`src/rtl/piso_serializer.sv`:
```
// Parallel-in/serial-out transmitter: takes a WIDTH-bit word over valid/ready
// and emits it one bit per enabled clock, pulsing done after the final bit.
module piso_serializer #(
  parameter int WIDTH     = 8,
  parameter bit MSB_FIRST = 1'b1
) (
  input  logic             clk,
  input  logic             rst,
  input  logic             en,
  input  logic             load_valid,
  output logic             load_ready,
  input  logic [WIDTH-1:0] din,
  output logic             sout,
  output logic             sout_valid,
  output logic             busy,
  output logic             done
);

  localparam int CW = $clog2(WIDTH);

  typedef enum logic {IDLE = 1'b0, SHIFT = 1'b1} state_t;

  state_t           state_q, state_d;
  logic [WIDTH-1:0] sr_q, sr_d;
  logic [CW-1:0]    cnt_q, cnt_d;
  logic             done_q, done_d;
  logic             accept;
  logic             last_bit;

  assign last_bit = (state_q == SHIFT) && (cnt_q == '0) && en;
  assign accept   = load_valid && load_ready;

  always_ff @(posedge clk) begin
    if (!rst) begin
      state_q <= IDLE;
      sr_q    <= '0;
      cnt_q   <= '0;
      done_q  <= 1'b0;
    end else begin
      state_q <= state_d;
      sr_q    <= sr_d;
      cnt_q   <= cnt_d;
      done_q  <= done_d;
    end
  end

  // A load on the edge that consumes the last bit overrides the return to IDLE,
  // so consecutive words stream with no gap.
  always_comb begin
    state_d = state_q;
    sr_d    = sr_q;
    cnt_d   = cnt_q;
    done_d  = 1'b0;
    case (state_q)
      IDLE: ;
      SHIFT: begin
        if (en) begin
          if (cnt_q == '0) begin
            done_d  = 1'b1;
            state_d = IDLE;
            sr_d    = '0;
          end else begin
            sr_d  = MSB_FIRST ? {sr_q[WIDTH-2:0], 1'b0} : {1'b0, sr_q[WIDTH-1:1]};
            cnt_d = cnt_q - 1'b1;
          end
        end
      end
      default: state_d = IDLE;
    endcase
    if (accept) begin
      sr_d    = din;
      cnt_d   = CW'(WIDTH - 1);
      state_d = SHIFT;
    end
  end

  always_comb begin
    load_ready = rst && ((state_q == IDLE) || last_bit);
    sout_valid = (state_q == SHIFT);
    busy       = (state_q == SHIFT);
    sout       = 1'b0;
    if (state_q == SHIFT) sout = MSB_FIRST ? sr_q[WIDTH-1] : sr_q[0];
    done       = done_q;
  end

endmodule

```
`config.mk`:
```
export PLATFORM = sky130hd
export DESIGN_NAME = piso_serializer
export DESIGN_NICKNAME = d
export VERILOG_FILES = /design/src/rtl/piso_serializer.sv
export SDC_FILE = /design/constraint.sdc
export NUM_CORES = 1
export LEC_CHECK = 0
export ABC_AREA = 1
export CORE_MARGIN = 4
export CORE_UTILIZATION = 48
export DETAILED_ROUTE_END_ITERATION = 7
export PLACE_DENSITY = 0.8
export SYNTH_ARGS = -nofsm -noshare
export SYNTH_HDL_FRONTEND = slang
export SYNTH_SLANG_ARGS = --single-unit
```
`constraint.sdc`:
```
create_clock -name clk -period 1.63 [get_ports clk]
set_clock_uncertainty 0.2 [all_clocks]
set_input_delay 0.2445 -clock clk [delete_from_list [all_inputs] [get_ports clk]]
set_output_delay 0.2445 -clock clk [all_outputs]
set_load 0.02 [all_outputs]
```
# Yosys cells after proc, flatten, opt, wreduce, memory -nomap -nowiden
# Index checks and enable logic that the tools add are counted.
[word_totals]
output_inout_bits = 5
elab_cells = 32
regBits = 13
in_bits = 12
[classes]
muxes = 14
n_bitwise = 1
eq_ne = 1
addsub = 1
reduce_logical = 11
[op_table]
columns = ["op", "count"]
rows = [
  ["$mux W8", 4],
  ["$mux W3", 4],
  ["$mux W1", 6],
  ["$reduce_and A3 Y1", 2],
  ["$logic_and A1 B1 Y1", 4],
  ["$reduce_bool A2 Y1", 2],
  ["$logic_not A3 Y1", 1],
  ["$sub A3 B1 Y3 const B", 1],
  ["$ne A2 B2 Y1 const B", 1],
  ["$reduce_and A2 Y1", 1],
  ["$logic_or A1 B1 Y1", 1],
  ["$not A1 Y1", 1],
]

# Longest topological paths before layout
# Gate-level depths: netlist of the first run.
[depth]
word_depth = 8
mapped_depth = 9
depth_no_buf = 9

# Least setup slack after synthesis of the first run
# No wires, ideal clock.
[synth_timing]
path_kind = "reg-to-reg"
from = "register cnt_q[0]"
to = "register sr_q[5]"
path_stages_with_launch = 9
setup_slack_ns = 0.123
setup_ns = 0.064
required_time_ns = 1.366
arrival_ns = 1.243
n_path_buf = 0
period_less_slack_ns = 1.507
cell_sequence = "dfxtp_1 -> inv_1 -> ha_1 -> nand3_2 -> a21oi_4 -> nand3_1 -> nand2_1 -> clkinv_1 -> nor2_1"
[synth_between]
elab_chain_len = 8
word_cells_on_any_way = 13
cone_classes = "4 x mux; 9 x reduce/logical"
[synth_lines]
columns = ["item", "line", "rtl"]
rows = [
  ["start, declared", "25", "logic [CW-1:0] cnt_q, cnt_d;"],
  ["start signal, assigned", "42", "cnt_q <= cnt_d;"],
  ["$logic_not A3 Y1 (*)", "30", "assign last_bit = (state_q == SHIFT) && (cnt_q == '0) && en;"],
  ["$logic_and A1 B1 Y1 (*) (2 in series)", "30", ""],
  ["$logic_or A1 B1 Y1 (*)", "78", "load_ready = rst && ((state_q == IDLE) || last_bit);"],
  ["$logic_and A1 B1 Y1 (*)", "78", ""],
  ["net load_ready", "11", "output logic load_ready,"],
  ["$logic_and A1 B1 Y1 (*)", "31", "assign accept = load_valid && load_ready;"],
  ["$reduce_bool A2 Y1 (no line)", "-", ""],
  ["$reduce_and A2 Y1 (no line)", "-", ""],
  ["end signal, assigned", "41", "sr_q <= sr_d;"],
  ["end, declared", "24", "logic [WIDTH-1:0] sr_q, sr_d;"],
]
# The timed path passes the listed nets; every way through them passes the cells marked *. The select of a mux whose other input is x is not followed.
# A chain may end at the register's enable or synchronous reset.

# Worst setup path in the final report of the first run
[layout_timing]
from = "register cnt_q[1]"
to = "output port load_ready"
[layout_between]
elab_chain_len = 5
[layout_lines]
columns = ["item", "line"]
rows = [
  ["$logic_not A3 Y1", "30"],
  ["$logic_and A1 B1 Y1 (2 in series)", "30"],
  ["$logic_or A1 B1 Y1", "78"],
  ["$logic_and A1 B1 Y1", "78"],
  ["end, declared", "11"],
]
# No other way between the ends.

==> results of run 1 <==
-- layout make-up --
type	instances	area, µm²
Sequential cell	13	263
Timing Repair Buffer	29	258
Multi-Input combinational cell	78	460
Tap cell	16	20.0
Fill cell	131	418
Clock buffer	4	26.3
Inverter	21	78.8
-- registers in the layout, indices dropped and copies added (netlist names) --
signal  count
sr_q        8
cnt_q       3
busy        1
done        1
-- layer usage --
layer  routed length [µm]  global-route usage, %  share of wire, %  vias up
li1                     -                      -                 -      425
met1                  841                   16.5                43      407
met2                 1020                   28.0                52       24
met3                   90                   2.76               4.6        4
met4                   23                   5.38               1.2        0
met5                    0                      0                 0        -
-- where the power goes --
part,internal [W],switching (W),leakage (nW)
sequential,0.000346,0.0000127,0.108
combinational,0.000128,0.000156,0.450
clock,0.0000950,0.000119,0.0150
total,0.000570,0.000287,0.573
-- stage by stage --
stage | power, W | setup WS (ns) | utilization (%) | std cells | cell area [µm²]
2_1_floorplan | 0.000521 | 0.123 | - | 115 | 786
3_3_place_gp | 0.000602 | -0.465 | 66.7 | 154 | 1020
3_5_place_dp | 0.000614 | -0.479 | 66.7 | 154 | 1020
4_1_cts | 0.000825 | -0.128 | 69.3 | 159 | 1060
5_1_grt | 0.000905 | -0.114 | 72.6 | 161 | 1110
6_report | 0.000857 | -0.0641 | 72.6 | 161 | 1110
-- worst paths after layout --
check	startpoint	endpoint	slack (ns)	depth (start not counted)
max	cnt_q[1]	load_ready	-0.06	5
max reg2reg	cnt_q[1]	sr_q[5]	0.10	10
min reg2reg	sr_q[0]	sr_q[0]	0.31	2
min	sr_q[0]	sr_q[0]	0.31	2
-- worst register-to-register path: cells and delay by family, from the launching register on --
| kind | cells | cell delay, ns |
|---|---|---|
| simple gates | 5 | 0.38 |
| flops | 1 | 0.33 |
| buf+inv | 3 | 0.28 |
| fa+ha+maj | 1 | 0.15 |
| compound gates | 1 | 0.11 |
-- timing repair --
| action | 4_1_cts | 5_1_grt |
|---|---|---|
| setup buffers | 0 | 1 |
| resized for setup | 10 | 11 |
| hold buffers | 0 | 0 |
| cloned | 1 | 1 |
| hold endpoints to repair | 0 | 0 |
| pin swaps | 0 | 3 |
| setup endpoints to repair | 12 | 12 |
-- cells in the final DEF (no fill, tap or decap), drive strengths merged --
| master | count |
|---|---|
| buf | 14 |
| nand3 | 20 |
| dlymetal6s2s | 1 |
| clkbuf | 4 |
| ha | 2 |
| a21oi | 5 |
| dlygate4sd2 | 3 |
| clkdlybuf4s50 | 11 |
| nor2 | 15 |
| inv | 20 |
| nand2 | 24 |
| nor3 | 1 |
| o21ai | 10 |
| nand3b | 1 |
| clkinv | 1 |
| dfxtp | 13 |
-- kinds of logic (layout without fill, tap and decap cells) --
kind of cell | count (synthesis) | after routing
buffers and inverters | 26 | 54
DFF | 13 | 13
AOI/OAI and AO/OA | 15 | 15
adders and majority gates | 2 | 2
and+or+nand+nor | 59 | 61
==> results.md, run 1 <==
- Compound-Gate Fraction of Synth Area: 11.0%
- Largest delay share family, worst path: flip-flops
- Critical path's slowest cell: dfxtp_2
- Die area: 2350 µm²
- Clk buf depth: 2
- Cell taking the most area after synthesis: dfxtp_1
- Netlist Area Pre-Place: 786 µm²
- Setup ws final: -0.0641 ns
- CTS tree: built
- Number of buffers and inverters on the critical path: 2
- Residual DRC count: 0
- Hold slack: 0.307 ns
- All-Layer GR Usage: 15.0%
- Mux cell area share after synthesis: 0%
- IR drop worst, VDD: 0.000445 V
- Post-Syn Instances: 115
- Die Ht: 48.5 µm
- WL per Instance: 12.3 µm
- Iter 0 DRT Violations: 12
- Antenna diodes: 0
- Max-cap violations: 0
- Clock root buffer: clkbuf_4
- Area growth, synth to finish: 40.8%
- Initial Utilization: 51.6%
- Syn_area_per_cell: 6.83 µm²
- # port buffers: 16
- Fraction of layout cells with a size suffix above 1: 24.8%
- RSZ-0062 raised after global routing: yes
- Pin count of the biggest net entering global routing: 16
- DP HPWL: 1250 µm
- Setup-failing EPs final: 1
- Die W: 48.5 µm
- Via count: 860
- Worst hold path class: reg -> reg
- H-Tree Depth: 1
- I/O pin total: 17
- Worst-margin pin slew: 0.309 ns
- Critical Path AT: 1.25 ns
- First-pass GRT wire length: 2900 µm
- Status: complete, but fails checks
- Critical path's largest stage delay: 0.33 ns
- 1st-pass router iterations: 4
- Grt ovf: 0
- Final period utilization: 104%
- Post-synth top cells: nand2_1 (22), inv_1 (19), nor2_1 (15)
- Vias in the first global route: 711
- Register area share after synthesis: 33.1%
- Post-synth top area share: 33.1%
- Clock-pin slew on the worst setup and hold paths: 0.09 ns
- Setup TNS: -0.0641 ns
- Syn Nets: 129
- Area share of xor/xnor cells in the synthesized design: 0%
- Synth area leaders: dfxtp_1 (33%), nand2_1 (11%), inv_1 (9.1%)
- Worst-path fanout max: 3
- Critical Path Start Type: register
- Yosys warns: 0
- Yosys cell types: 20
- Clock latency on the worst-skew pair: 0.29 ns
- Final wirelength: 1980 µm
- Crit end category: output pin
- Cells along the critical path: inv_2 -> ha_4 -> nand3_4 -> a21oi_4 -> buf_6
- F_max: 590 MHz
- Initial antenna violation count: 0
- Post-route ant nets: 0
- Async SR Flop Fraction: 0%
- Gp weighted congestion: 0.779
- Lkg Pwr: 0.573 nW
- Row count: 14
- Hold Fails Final Rpt: 0
- Clock tree sinks: 13
- P per Cell Area: 775 nW/µm²
- Synthesis-stage register bit count: 13
- Number of flops mapped to enable cells by yosys: 0
- Critical path class: reg -> out
- Slew Limit Fails: 0
- Core area: 1520 µm²
- Main synth FF type: dfxtp_1
- Final min period: 1.69 ns
- Most frequent cell after synthesis: nand2_1
- Total CTS buffers: 3
- CP required: 1.19 ns
- Main combinational cell family by area after synthesis: simple AND/OR/NAND/NOR gates
- Slew margin rel.: 79.3%
- NumNets Final: 160
- Synth Area in Adders: 3.18%
- Failing checks: negative setup slack
- DR vias/cell: 5.34
- Simple-gate area share of the yosys netlist: 37.7%
Power figures use the tool's default switching activity.
==> inputs of run 2 (changes only) <==
CTS_CLUSTER_SIZE = 16   (was default)
==> results of run 2 <==
Final layout, timing and power as in run 1 (identical DEF).
